`src/rtl/ysyx_24110015_shift_register_if.sv`:
```
// Output bus of the latency LFSR: one byte of pseudo-random state, refreshed every clock.
// No handshake here. The master drives y from flops every cycle, and the slave may sample y on any edge.
interface ysyx_24110015_shift_register_if #(
    parameter int WIDTH = 8
);
    logic [WIDTH-1:0] y;

    modport master (output y);
    modport slave  (input  y);
endinterface

```
`src/rtl/ysyx_24110015_shift_register.sv`:
```
// Free-running 8-bit maximal-length LFSR (x^8+x^4+x^3+x^2+1), shifting right with feedback into the MSB.
// The memory model uses its state as the per-transaction access-latency count.
module ysyx_24110015_shift_register #(
    parameter int               WIDTH = 8,
    parameter logic [WIDTH-1:0] SEED  = 8'h01
) (
    input  logic                           clk,
    input  logic                           rst,
    ysyx_24110015_shift_register_if.master bus
);

    logic [WIDTH-1:0] lfsr_q;
    logic             fb;

    always_comb begin
        fb = lfsr_q[4] ^ lfsr_q[3] ^ lfsr_q[2] ^ lfsr_q[0];
    end

    // All-zero is a lock-up state for an XOR LFSR, so reseed instead of shifting.
    always_ff @(posedge clk) begin
        if (!rst) begin
            lfsr_q <= SEED;
        end else if (lfsr_q == '0) begin
            lfsr_q <= SEED;
        end else begin
            lfsr_q <= {fb, lfsr_q[WIDTH-1:1]};
        end
    end

    assign bus.y = lfsr_q;

endmodule

```
`src/flat_wrapper.sv`:
```
// flat-port wrapper written by rule: the top's interface ports become plain ports
module ysyx_24110015_shift_register_flat 
#(
    parameter int               WIDTH = 8,
    parameter logic [WIDTH-1:0] SEED  = 8'h01
)
  (clk, rst, bus_y);
  ysyx_24110015_shift_register_if #(.WIDTH(WIDTH)) bus_i ();
  input  logic clk;
  input  logic rst;
  output wire logic [$bits(bus_i.y)-1:0] bus_y;
  assign bus_y = bus_i.y;
  ysyx_24110015_shift_register #(.WIDTH(WIDTH), .SEED(SEED)) u_core (.clk(clk), .rst(rst), .bus(bus_i));
endmodule
```
`config.mk`:
```
export PLATFORM = sky130hd
export DESIGN_NAME = ysyx_24110015_shift_register_flat
export DESIGN_NICKNAME = d
export VERILOG_FILES = /design/src/rtl/ysyx_24110015_shift_register_if.sv /design/src/rtl/ysyx_24110015_shift_register.sv /design/src/flat_wrapper.sv
export SDC_FILE = /design/constraint.sdc
export NUM_CORES = 1
export LEC_CHECK = 0
export CAP_MARGIN = 20
export CORE_AREA = 2 2 39 41
export CTS_CLUSTER_DIAMETER = 200
export DETAILED_ROUTE_END_ITERATION = 6
export DIE_AREA = 0 0 41 43
export GPL_TIMING_DRIVEN = 0
export PLACE_DENSITY = 0.47
export SLEW_MARGIN = 20
export SYNTH_ARGS = -nofsm -noshare
export SYNTH_HDL_FRONTEND = slang
export SYNTH_SLANG_ARGS = --single-unit
```
`constraint.sdc`:
```
create_clock -name clk -period 0.95 [get_ports clk]
set_input_delay 0.1425 -clock clk [delete_from_list [all_inputs] [get_ports clk]]
set_output_delay 0.1425 -clock clk [all_outputs]
set_load 0.02 [all_outputs]
```
==> run_summary.xml, run 1 <==
<?xml version="1.0" encoding="UTF-8"?>
<metrics>
  <group name="final_layout">
    <metric name="postLayoutCoreUtil" unit="">0.256</metric>
    <metric name="final_layout_size_suffix_gt1_frac" unit="">0.471</metric>
    <metric name="syn_to_final_growth" unit="%">39.4</metric>
    <metric name="stdcell_area" unit="µm²">354</metric>
    <metric name="final_cell_count_no_fill" unit="">50</metric>
    <metric name="largest_register_ffs" unit="">8</metric>
    <metric name="layout.cells.most_common" unit="">sky130_fd_sc_hd__buf_2</metric>
    <metric name="antennaDiodeCount" unit="">0</metric>
    <metric name="final_nets" unit="">38</metric>
    <metric name="mostFrequentLayoutCells" unit="">sky130_fd_sc_hd__buf_2, sky130_fd_sc_hd__and2_1, sky130_fd_sc_hd__dfxtp_2, sky130_fd_sc_hd__dfxtp_1, sky130_fd_sc_hd__clkbuf_4</metric>
  </group>
  <group name="detailed_routing">
    <metric name="routedWlPerCell" unit="µm">10.3</metric>
    <metric name="num_vias" unit="">189</metric>
    <metric name="drt_iter0_drc" unit="">3</metric>
    <metric name="detailedRoute.firstPassIterationCount" unit="">2</metric>
    <metric name="drt-vias-per-instance" unit="">3.78</metric>
    <metric name="ant_nets" unit="">0</metric>
    <metric name="route.detailed.drc" unit="">0</metric>
    <metric name="routed_wl" unit="µm">516</metric>
  </group>
  <group name="floorplan">
    <metric name="ios" unit="">10</metric>
    <metric name="dieWidth" unit="µm">41</metric>
    <metric name="die_h" unit="µm">43</metric>
    <metric name="placementRows" unit="">14</metric>
    <metric name="die_footprint" unit="mm²">0.00176</metric>
    <metric name="floorplan.initialDensity" unit="">0.184</metric>
    <metric name="core_area" unit="mm²">0.00138</metric>
  </group>
  <group name="synth">
    <metric name="synth-seq-cells" unit="">8</metric>
    <metric name="synth_area" unit="µm²">254</metric>
    <metric name="library_cells_used_by_synthesis" unit="">9</metric>
    <metric name="synth.yosys.seq_area_share" unit="">0.631</metric>
    <metric name="synthDominantCellAreaShare" unit="">0.631</metric>
    <metric name="postSynthNetCount" unit="">24</metric>
    <metric name="yosysWarnings" unit="">0</metric>
    <metric name="synth_top_cell_by_area" unit="">sky130_fd_sc_hd__dfxtp_1</metric>
    <metric name="syn-instance-count" unit="">22</metric>
    <metric name="syn_avg_cell_area" unit="µm²">11.5</metric>
    <metric name="ys_top_cells_by_area" unit="">sky130_fd_sc_hd__dfxtp_1, sky130_fd_sc_hd__and2_1, sky130_fd_sc_hd__xnor2_1, sky130_fd_sc_hd__xor2_1, sky130_fd_sc_hd__and2_2</metric>
  </group>
  <group name="global_routing">
    <metric name="grt_util_all_layers" unit="">0.0714</metric>
    <metric name="number_of_antenna_violations_at_the_first_check_in_global_routing" unit="">0</metric>
    <metric name="first_pass_grt_wire_length" unit="µm">765</metric>
    <metric name="grt_start_max_net_pins" unit="">9</metric>
    <metric name="grt_pass1_vias" unit="">189</metric>
    <metric name="grt_remaining_overflow" unit="">0</metric>
  </group>
  <group name="worst_setup_path">
    <metric name="slowest_stage" unit="">sky130_fd_sc_hd__dfxtp_2</metric>
    <metric name="path_buf_inv" unit="">0</metric>
    <metric name="timing.critical_path.max_delay_family" unit="">flip-flops</metric>
    <metric name="cp_max_fo" unit="">4</metric>
    <metric name="worst-endpoint-arrival" unit="ns">1.06</metric>
    <metric name="worstPathRequired" unit="ns">1.09</metric>
    <metric name="critical_path_sink_type" unit="">flip-flop</metric>
    <metric name="cp_slowest_stage_delay" unit="ns">0.35</metric>
    <metric name="setup.worst_path.class" unit="">flip-flop to flip-flop</metric>
    <metric name="cp-start-kind" unit="">flip-flop</metric>
    <metric name="list_of_cells_traversed_by_the_critical_path" unit="">xor2_1 &gt; xnor2_1 &gt; and2_1</metric>
  </group>
  <group name="power">
    <metric name="vdd_ir_drop_max" unit="µV">641</metric>
    <metric name="static-leakage-power" unit="µW">0.000168</metric>
    <metric name="power.density" unit="mW/mm²">1950</metric>
    <metric name="report.power.total" unit="µW">690</metric>
  </group>
  <group name="timing">
    <metric name="final_min_period_over_clock_period" unit="">0.966</metric>
    <metric name="period_needed" unit="ns">0.918</metric>
    <metric name="fin_skew" unit="ns">0.00338</metric>
    <metric name="slew_viol_final" unit="">0</metric>
    <metric name="unrepaired_setup_endpoints_after_global_routing" unit="">yes</metric>
    <metric name="tns" unit="ns">0</metric>
    <metric name="final-hold-violation-count" unit="">0</metric>
    <metric name="slew-limit-headroom" unit="">0.844</metric>
    <metric name="final-setup-viol-count" unit="">0</metric>
    <metric name="worst_pin_slew" unit="ns">0.232</metric>
    <metric name="max_clock_freq" unit="MHz">1090</metric>
  </group>
  <group name="cts">
    <metric name="clk_path_buf_depth" unit="">2</metric>
    <metric name="clockRootBuffer" unit="">sky130_fd_sc_hd__clkbuf_4</metric>
    <metric name="cts-resized-gates" unit="">32</metric>
    <metric name="htree_num_levels" unit="">1</metric>
    <metric name="post_cts_hold_buffers" unit="">0</metric>
    <metric name="cts.reportedPaths.clkPinSlew" unit="ns">0.05</metric>
    <metric name="post-cts-setup-buffers" unit="">0</metric>
    <metric name="cts_tree" unit="">yes</metric>
    <metric name="worstSkewPairLatency" unit="ns">0.25</metric>
    <metric name="clock_sink_count" unit="">8</metric>
    <metric name="cts_inserted_buffers" unit="">3</metric>
  </group>
  <group name="place">
    <metric name="dpl_cell_area" unit="µm²">368</metric>
    <metric name="port_buffer_cells" unit="">9</metric>
    <metric name="gp_congestion" unit="">0.754</metric>
    <metric name="number_of_placed_instances_taps_included" unit="">47</metric>
  </group>
  <group name="run_status">
    <metric name="status" unit="">finished clean</metric>
  </group>
  <group name="hold_path">
    <metric name="hold_path.class" unit="">flip-flop to flip-flop</metric>
  </group>
  <group name="flow_run">
    <metric name="drv.max_cap_violation_count" unit="">0</metric>
  </group>
</metrics>
[final cells by class]
cell class | instances | area (µm²)
Clock buffer | 3 | 22.5
Timing Repair Buffer | 9 | 52.6
Tap cell | 16 | 20.0
Fill cell | 150 | 1030
Multi-Input combinational cell | 14 | 93.8
Sequential cell | 8 | 165
[metal layers]
layer | share of wire | wire, µm | global-route usage | up-vias
li1 | - | - | - | 96
met1 | 0.44 | 226 | 0.0839 | 85
met2 | 0.46 | 239 | 0.0844 | 6
met3 | 0.081 | 42 | 0.0314 | 2
met4 | 0.016 | 8 | 0.0800 | 0
met5 | 0 | 0 | 0 | -
[power breakdown]
| group | internal [µW] | total [µW] | switching, µW | leakage [µW] |
|---|---|---|---|---|
| clock network | 144 | 251 | 107 | 0.0000138 |
| registers | 353 | 366 | 12.3 | 0.0000669 |
| logic | 33.9 | 74.3 | 40.4 | 0.0000872 |
[Yosys cell counts, drive strengths merged]
| library cell | instances |
|---|---|
| dfxtp | 8 |
| and2 | 7 |
| xnor2 | 2 |
| nand2 | 1 |
| nand3b | 1 |
| nor3 | 1 |
| nor4 | 1 |
| xor2 | 1 |
[logic make-up after synthesis]
logic type,Yosys count,share of synthesized area
AND/OR/NAND/NOR,11,0.266
XOR/XNOR,3,0.103
flip-flops,8,0.631
[final timing paths]
path	from	end	slack [ns]	cells after the start
max	u_core.bus.y[2]$_SDFF_PP0_	u_core.bus.y[7]$_SDFF_PP0_	0.03	3
min	u_core.bus.y[1]$_SDFF_PP0_	u_core.bus.y[0]$_SDFF_PP1_	0.47	1
max reg2reg	u_core.bus.y[2]$_SDFF_PP0_	u_core.bus.y[7]$_SDFF_PP0_	0.03	3
min reg2reg	u_core.bus.y[1]$_SDFF_PP0_	u_core.bus.y[0]$_SDFF_PP1_	0.47	1
[per-stage QoR]
step                      worst slack (ns)  hold slack, ns
after floorplan                     0.0153           0.229
after global placement              -0.155           0.434
after detailed placement            -0.159           0.431
after CTS                          0.00816           0.477
after global routing               -0.0163           0.496
final                               0.0325           0.465
(Power assumes the default switching activity.)
==> inputs of run 2 (changes only) <==
--- a/config.mk
+++ b/config.mk
@@ -7,6 +7,7 @@
 export LEC_CHECK = 0
 export CAP_MARGIN = 20
 export CORE_AREA = 2 2 39 41
+export CTS_BUF_LIST = sky130_fd_sc_hd__clkbuf_16
 export CTS_CLUSTER_DIAMETER = 200
 export DETAILED_ROUTE_END_ITERATION = 6
 export DIE_AREA = 0 0 41 43
==> run_summary.xml, run 2 (synthesis gave the netlist of run 1 again) <==
<?xml version="1.0" encoding="UTF-8"?>
<metrics>
  <group name="floorplan">
    <metric name="dieWidth" unit="µm">41</metric>
    <metric name="die_footprint" unit="mm²">0.00176</metric>
    <metric name="floorplan.initialDensity" unit="">0.184</metric>
    <metric name="ios" unit="">10</metric>
    <metric name="die_h" unit="µm">43</metric>
    <metric name="core_area" unit="mm²">0.00138</metric>
    <metric name="placementRows" unit="">14</metric>
  </group>
  <group name="final_layout">
    <metric name="stdcell_area" unit="µm²">410</metric>
    <metric name="n_fill_cell" unit="">144</metric>
    <metric name="final_layout_size_suffix_gt1_frac" unit="">0.471</metric>
    <metric name="final_cell_count_no_fill" unit="">50</metric>
    <metric name="largest_register_ffs" unit="">8</metric>
    <metric name="final_nets" unit="">38</metric>
    <metric name="mostFrequentLayoutCells" unit="">sky130_fd_sc_hd__buf_2, sky130_fd_sc_hd__and2_1, sky130_fd_sc_hd__dfxtp_1, sky130_fd_sc_hd__clkbuf_16, sky130_fd_sc_hd__dfxtp_2</metric>
    <metric name="postLayoutCoreUtil" unit="">0.297</metric>
    <metric name="syn_to_final_growth" unit="%">61.6</metric>
    <metric name="layout.cells.most_common" unit="">sky130_fd_sc_hd__buf_2</metric>
    <metric name="antennaDiodeCount" unit="">0</metric>
  </group>
  <group name="timing">
    <metric name="slew_viol_final" unit="">0</metric>
    <metric name="worst_pin_slew" unit="ns">0.222</metric>
    <metric name="max_clock_freq" unit="MHz">1100</metric>
    <metric name="fin_skew" unit="ns">0.00268</metric>
    <metric name="final_min_period_over_clock_period" unit="">0.959</metric>
    <metric name="final-hold-violation-count" unit="">0</metric>
    <metric name="final-setup-viol-count" unit="">0</metric>
    <metric name="period_needed" unit="ns">0.911</metric>
    <metric name="slew-limit-headroom" unit="">0.852</metric>
    <metric name="unrepaired_setup_endpoints_after_global_routing" unit="">no</metric>
  </group>
  <group name="cts">
    <metric name="cts.reportedPaths.clkPinSlew" unit="ns">0.04</metric>
    <metric name="post_cts_hold_buffers" unit="">0</metric>
    <metric name="clock_sink_count" unit="">8</metric>
    <metric name="cts_inserted_buffers" unit="">3</metric>
    <metric name="post-cts-setup-buffers" unit="">0</metric>
    <metric name="clk_path_buf_depth" unit="">2</metric>
    <metric name="clockRootBuffer" unit="">sky130_fd_sc_hd__clkbuf_16</metric>
    <metric name="htree_num_levels" unit="">1</metric>
    <metric name="cts_tree" unit="">yes</metric>
    <metric name="worstSkewPairLatency" unit="ns">0.23</metric>
  </group>
  <group name="worst_setup_path">
    <metric name="worst_r2r_endpoint" unit="">u_core.bus.y[7]$_SDFF_PP0_</metric>
    <metric name="list_of_cells_traversed_by_the_critical_path" unit="">buf_2</metric>
    <metric name="regToRegStartpoint" unit="">u_core.bus.y[3]$_SDFF_PP0_</metric>
    <metric name="timing.critical_path.max_delay_family" unit="">flip-flops</metric>
    <metric name="setup.worst_path.class" unit="">flip-flop to primary output</metric>
    <metric name="worst_r2r_path_depth" unit="">3</metric>
    <metric name="slowest_stage" unit="">sky130_fd_sc_hd__dfxtp_2</metric>
    <metric name="path_buf_inv" unit="">1</metric>
    <metric name="cp-start-kind" unit="">flip-flop</metric>
    <metric name="cp_max_fo" unit="">4</metric>
    <metric name="worstPathRequired" unit="ns">0.81</metric>
    <metric name="worst-endpoint-arrival" unit="ns">0.77</metric>
    <metric name="critical_path_sink_type" unit="">primary output</metric>
    <metric name="cp_slowest_stage_delay" unit="ns">0.36</metric>
    <metric name="setup.reg_to_reg.worst_slack" unit="ns">0.04</metric>
  </group>
  <group name="run_status">
    <metric name="status" unit="">finished clean</metric>
  </group>
  <group name="power">
    <metric name="power.density" unit="mW/mm²">2760</metric>
    <metric name="static-leakage-power" unit="µW">0.000190</metric>
    <metric name="vdd_ir_drop_max" unit="µV">867</metric>
  </group>
  <group name="global_routing">
    <metric name="grt_pass1_vias" unit="">192</metric>
    <metric name="grt_remaining_overflow" unit="">0</metric>
    <metric name="grt_util_all_layers" unit="">0.0814</metric>
    <metric name="number_of_antenna_violations_at_the_first_check_in_global_routing" unit="">0</metric>
    <metric name="grt_start_max_net_pins" unit="">9</metric>
    <metric name="first_pass_grt_wire_length" unit="µm">821</metric>
  </group>
  <group name="detailed_routing">
    <metric name="ant_nets" unit="">0</metric>
    <metric name="detailedRoute.firstPassIterationCount" unit="">1</metric>
    <metric name="route.detailed.drc" unit="">0</metric>
    <metric name="num_vias" unit="">189</metric>
    <metric name="drt-vias-per-instance" unit="">3.78</metric>
    <metric name="routed_wl" unit="µm">512</metric>
    <metric name="routedWlPerCell" unit="µm">10.2</metric>
    <metric name="drt_iter0_drc" unit="">0</metric>
  </group>
  <group name="hold_path">
    <metric name="whs_endpoint" unit="">u_core.bus.y[0]$_SDFF_PP1_</metric>
    <metric name="hold_start" unit="">u_core.bus.y[1]$_SDFF_PP0_</metric>
    <metric name="hold_path.class" unit="">flip-flop to flip-flop</metric>
    <metric name="hold_path_depth" unit="">1</metric>
  </group>
  <group name="place">
    <metric name="port_buffer_cells" unit="">9</metric>
    <metric name="dpl_cell_area" unit="µm²">368</metric>
    <metric name="gp_congestion" unit="">0.754</metric>
    <metric name="number_of_placed_instances_taps_included" unit="">47</metric>
  </group>
  <group name="flow_run">
    <metric name="drv.max_cap_violation_count" unit="">0</metric>
  </group>
</metrics>
[run 2: routing by layer]
metal	track usage	part of all wire	vias up
li1	-	-	95
met1	0.0935	0.45	81
met2	0.0781	0.40	9
met3	0.0471	0.098	4
met4	0.120	0.049	0
met5	0	0	-
[run 2: stage by stage]
step	power [µW]	worst slack, ns	hold slack (ns)	setup TNS (ns)
2_1_floorplan	415	0.0153	0.229	0
3_3_place_gp	457	-0.155	0.434	-1.19
3_5_place_dp	458	-0.159	0.431	-1.31
4_1_cts	1150	0.0211	0.447	0
5_1_grt	1180	0.00162	0.478	0
6_report	1130	0.0391	0.442	0
[run 2: worst max-delay path by stage]
stage / start / end / slack, ns / cells after the start
floorplan: u_core.bus.y[0]$_SDFF_PP1_ / u_core.bus.y[7]$_SDFF_PP0_ / 0.02 / 3
global placement: u_core.bus.y[0]$_SDFF_PP1_ / bus_y[0] / -0.16 / 1
detailed placement: u_core.bus.y[0]$_SDFF_PP1_ / bus_y[0] / -0.16 / 1
CTS: u_core.bus.y[2]$_SDFF_PP0_ / u_core.bus.y[7]$_SDFF_PP0_ / 0.02 / 3
global route: u_core.bus.y[0]$_SDFF_PP1_ / bus_y[0] / 0.002 / 1
finish: u_core.bus.y[3]$_SDFF_PP0_ / bus_y[3] / 0.04 / 1
[run 2: timing repair]
action                     CTS  global route
resized for setup           32             1
pin swaps                    0             0
gates cloned                 0             0
setup endpoints to repair    8             1
[run 2: area by class of cell]
type	instances	area [µm²]	area share
Clock buffer	3	75.1	0.183
Multi-Input combinational cell	14	101	0.247
Sequential cell	8	164	0.399
Tap cell	16	20.0	0.0488
Timing Repair Buffer	9	50.0	0.122
[run 2: power by group]
part / internal (µW) / total [µW] / leakage [µW] / switching (µW)
Combinational: 31.7 / 71.2 / 0.0000857 / 39.5
Sequential: 354 / 366 / 0.0000670 / 12.2
Clock: 541 / 695 / 0.0000370 / 153
==> inputs of run 3 (changes only) <==
--- a/config.mk
+++ b/config.mk
@@ -5,6 +5,7 @@
 export SDC_FILE = /design/constraint.sdc
 export NUM_CORES = 1
 export LEC_CHECK = 0
+export ABC_AREA = 1
 export CAP_MARGIN = 20
 export CORE_AREA = 2 2 39 41
 export CTS_BUF_LIST = sky130_fd_sc_hd__clkbuf_16
@@ -12,7 +13,7 @@
 export DETAILED_ROUTE_END_ITERATION = 6
 export DIE_AREA = 0 0 41 43
 export GPL_TIMING_DRIVEN = 0
-export PLACE_DENSITY = 0.47
+export PLACE_DENSITY = 0.52
 export SLEW_MARGIN = 20
 export SYNTH_ARGS = -nofsm -noshare
 export SYNTH_HDL_FRONTEND = slang
==> run_summary.xml, run 3 <==
<?xml version="1.0" encoding="UTF-8"?>
<metrics>
  <group name="run_status">
    <metric name="status" unit="">finished clean</metric>
  </group>
  <group name="detailed_routing">
    <metric name="num_vias" unit="">298</metric>
    <metric name="drt_iter0_drc" unit="">0</metric>
    <metric name="routedWlPerCell" unit="µm">8.40</metric>
    <metric name="ant_nets" unit="">0</metric>
    <metric name="routed_wl" unit="µm">647</metric>
    <metric name="route.detailed.drc" unit="">0</metric>
    <metric name="drt-vias-per-instance" unit="">3.87</metric>
    <metric name="detailedRoute.firstPassIterationCount" unit="">1</metric>
  </group>
  <group name="power">
    <metric name="report.power.total" unit="µW">1190</metric>
    <metric name="vdd_ir_drop_max" unit="µV">963</metric>
    <metric name="static-leakage-power" unit="µW">0.000268</metric>
    <metric name="power.density" unit="mW/mm²">2390</metric>
  </group>
  <group name="place">
    <metric name="dpl.hpwl" unit="µm">465</metric>
    <metric name="port_buffer_cells" unit="">9</metric>
    <metric name="gp_congestion" unit="">0.691</metric>
  </group>
  <group name="final_layout">
    <metric name="multi_input_comb_area" unit="µm²">135</metric>
    <metric name="largest_register_ffs" unit="">8</metric>
    <metric name="syn_to_final_growth" unit="%">52.7</metric>
    <metric name="antennaDiodeCount" unit="">0</metric>
    <metric name="final_nets" unit="">65</metric>
    <metric name="layout.cells.most_common" unit="">sky130_fd_sc_hd__nand2_1</metric>
    <metric name="mostFrequentLayoutCells" unit="">sky130_fd_sc_hd__nand2_1, sky130_fd_sc_hd__inv_1, sky130_fd_sc_hd__nor2_1, sky130_fd_sc_hd__buf_2, sky130_fd_sc_hd__dfxtp_1</metric>
    <metric name="final_layout_size_suffix_gt1_frac" unit="">0.311</metric>
    <metric name="n_fill_cell" unit="">154</metric>
    <metric name="final-seq-area" unit="µm²">164</metric>
  </group>
  <group name="floorplan">
    <metric name="dieWidth" unit="µm">41</metric>
    <metric name="placementRows" unit="">14</metric>
    <metric name="core_area" unit="mm²">0.00138</metric>
    <metric name="die_footprint" unit="mm²">0.00176</metric>
    <metric name="die_h" unit="µm">43</metric>
    <metric name="floorplan.initialDensity" unit="">0.235</metric>
    <metric name="ios" unit="">10</metric>
  </group>
  <group name="synth">
    <metric name="syn-instance-count" unit="">49</metric>
    <metric name="library_cells_used_by_synthesis" unit="">7</metric>
    <metric name="synthDominantCellAreaShare" unit="">0.492</metric>
    <metric name="postSynthNetCount" unit="">51</metric>
    <metric name="synth-seq-cells" unit="">8</metric>
    <metric name="postSynth.asyncResetShare" unit="">0</metric>
    <metric name="synth.most_common_cell" unit="">sky130_fd_sc_hd__nand2_1</metric>
    <metric name="syn_avg_cell_area" unit="µm²">6.64</metric>
    <metric name="synth.yosys.seq_area_share" unit="">0.492</metric>
    <metric name="ys_top_cells_by_count" unit="">sky130_fd_sc_hd__nand2_1, sky130_fd_sc_hd__inv_1, sky130_fd_sc_hd__nor2_1</metric>
    <metric name="main_flop_type_after_synthesis" unit="">sky130_fd_sc_hd__dfxtp_1</metric>
    <metric name="synth_top_cell_by_area" unit="">sky130_fd_sc_hd__dfxtp_1</metric>
    <metric name="yosysWarnings" unit="">0</metric>
    <metric name="number_of_synthesized_flops_with_an_enable_pin" unit="">0</metric>
    <metric name="ys_top_cells_by_area" unit="">sky130_fd_sc_hd__dfxtp_1, sky130_fd_sc_hd__nand2_1, sky130_fd_sc_hd__inv_1, sky130_fd_sc_hd__nor2_1, sky130_fd_sc_hd__o21ai_2</metric>
    <metric name="synth_area" unit="µm²">325</metric>
  </group>
  <group name="global_routing">
    <metric name="grt_util_met3" unit="">0.0471</metric>
    <metric name="top_usage_layer" unit="">met2</metric>
    <metric name="grt_util_all_layers" unit="">0.0945</metric>
    <metric name="use_met1" unit="">0.106</metric>
    <metric name="grt_pass1_vias" unit="">257</metric>
    <metric name="grt.met2_usage" unit="">0.116</metric>
    <metric name="first_pass_grt_wire_length" unit="mm">1.02</metric>
    <metric name="number_of_antenna_violations_at_the_first_check_in_global_routing" unit="">0</metric>
    <metric name="grt_remaining_overflow" unit="">0</metric>
    <metric name="grt_start_max_net_pins" unit="">7</metric>
  </group>
  <group name="cts">
    <metric name="clk_path_buf_depth" unit="">2</metric>
    <metric name="worstSkewPairLatency" unit="ns">0.23</metric>
    <metric name="post-cts-setup-buffers" unit="">0</metric>
    <metric name="cts_tree" unit="">yes</metric>
    <metric name="clockRootBuffer" unit="">sky130_fd_sc_hd__clkbuf_16</metric>
    <metric name="htree_num_levels" unit="">1</metric>
    <metric name="cts_inserted_buffers" unit="">3</metric>
    <metric name="clock_sink_count" unit="">8</metric>
    <metric name="cts.reportedPaths.clkPinSlew" unit="ns">0.04</metric>
  </group>
  <group name="timing">
    <metric name="tns" unit="ns">0</metric>
    <metric name="fin_skew" unit="ns">0.000666</metric>
    <metric name="period_needed" unit="ns">0.912</metric>
    <metric name="final-hold-violation-count" unit="">0</metric>
    <metric name="final-setup-viol-count" unit="">0</metric>
    <metric name="worst_pin_slew" unit="ns">0.210</metric>
    <metric name="unrepaired_setup_endpoints_after_global_routing" unit="">yes</metric>
    <metric name="max_clock_freq" unit="MHz">1100</metric>
    <metric name="slew-limit-headroom" unit="">0.860</metric>
    <metric name="final_min_period_over_clock_period" unit="">0.960</metric>
    <metric name="slew_viol_final" unit="">0</metric>
  </group>
  <group name="worst_setup_path">
    <metric name="timing.critical_path.max_delay_family" unit="">flip-flops</metric>
    <metric name="setup.worst_path.class" unit="">flip-flop to primary output</metric>
    <metric name="cp_max_fo" unit="">6</metric>
    <metric name="list_of_cells_traversed_by_the_critical_path" unit="">buf_4</metric>
    <metric name="levels_on_crit_path" unit="">1</metric>
    <metric name="worst_r2r_path_depth" unit="">4</metric>
    <metric name="worst-endpoint-arrival" unit="ns">0.77</metric>
    <metric name="cp_slowest_stage_delay" unit="ns">0.38</metric>
    <metric name="cp-start-kind" unit="">flip-flop</metric>
    <metric name="slowest_stage" unit="">sky130_fd_sc_hd__dfxtp_2</metric>
    <metric name="path_buf_inv" unit="">1</metric>
    <metric name="worstPathRequired" unit="ns">0.81</metric>
    <metric name="critical_path_sink_type" unit="">primary output</metric>
  </group>
  <group name="hold_path">
    <metric name="hold_path.class" unit="">flip-flop to flip-flop</metric>
    <metric name="hold_path_depth" unit="">2</metric>
  </group>
  <group name="flow_run">
    <metric name="drv.max_cap_violation_count" unit="">0</metric>
  </group>
</metrics>
-- run 3: routing by layer --
metal,vias to the layer above,routed length (µm)
met5,-,0
met3,4,41
met4,0,22
li1,162,-
met2,10,269
met1,122,314
-- run 3: power by group --
part	leakage, µW	switching (µW)	internal, µW
Combinational	0.000165	74.9	47.2
Clock	0.0000370	154	542
Sequential	0.0000662	13.7	356
-- run 3: cell type report --
| class | instances | share of cell area |
|---|---|---|
| flip-flops and latches | 8 | 0.330 |
| well taps | 16 | 0.0403 |
| clock buffers | 3 | 0.151 |
| repair buffers | 9 | 0.116 |
| multi-input cells | 29 | 0.272 |
| inverters | 12 | 0.0907 |
-- run 3: timing repair --
action,4_1_cts,5_1_grt
setup endpoints to repair,13,7
hold buffers,0,0
gates resized for setup,34,8
-- run 3: kinds of logic (layout without fill, tap and decap cells) --
logic type	Yosys count	count (layout)	share of synthesized area
AO/OA/AOI/OAI	1	1	0.0269
buffers and inverters	12	24	0.138
flip-flops	8	8	0.492
AND/OR/NAND/NOR	28	28	0.342
-- run 3: path summary, 6_finish.rpt --
kind,from,slack [ns],to
worst max-delay path,u_core.bus.y[3]$_SDFF_PP0_,0.04,bus_y[3]
worst min-delay path,u_core.bus.y[6]$_SDFF_PP0_,0.44,u_core.bus.y[5]$_SDFF_PP0_
worst max register to register,u_core.bus.y[2]$_SDFF_PP0_,0.04,u_core.bus.y[7]$_SDFF_PP0_
worst min register to register,u_core.bus.y[6]$_SDFF_PP0_,0.44,u_core.bus.y[5]$_SDFF_PP0_
-- run 3: metrics by stage --
| step | setup slack (ns) | instances | area (µm²) | util | hold slack, ns |
|---|---|---|---|---|---|
| 2_1_floorplan | 0.000950 | 49 | 325 | - | 0.229 |
| 3_5_place_dp | -0.256 | 74 | 435 | 0.315 | 0.440 |
| 3_3_place_gp | -0.260 | 74 | 435 | 0.315 | 0.437 |
| 5_1_grt | -0.00970 | 77 | 497 | 0.359 | 0.453 |
| 4_1_cts | -0.00159 | 77 | 473 | 0.342 | 0.444 |
| 6_report | 0.0379 | 77 | 497 | 0.359 | 0.438 |
-- run 3: worst min-delay path, cell delays in order (launching register included) --
cell and delay [ns]:
sky130_fd_sc_hd__dfxtp_1 0.31, sky130_fd_sc_hd__inv_1 0.05, sky130_fd_sc_hd__nor2_1 0.03
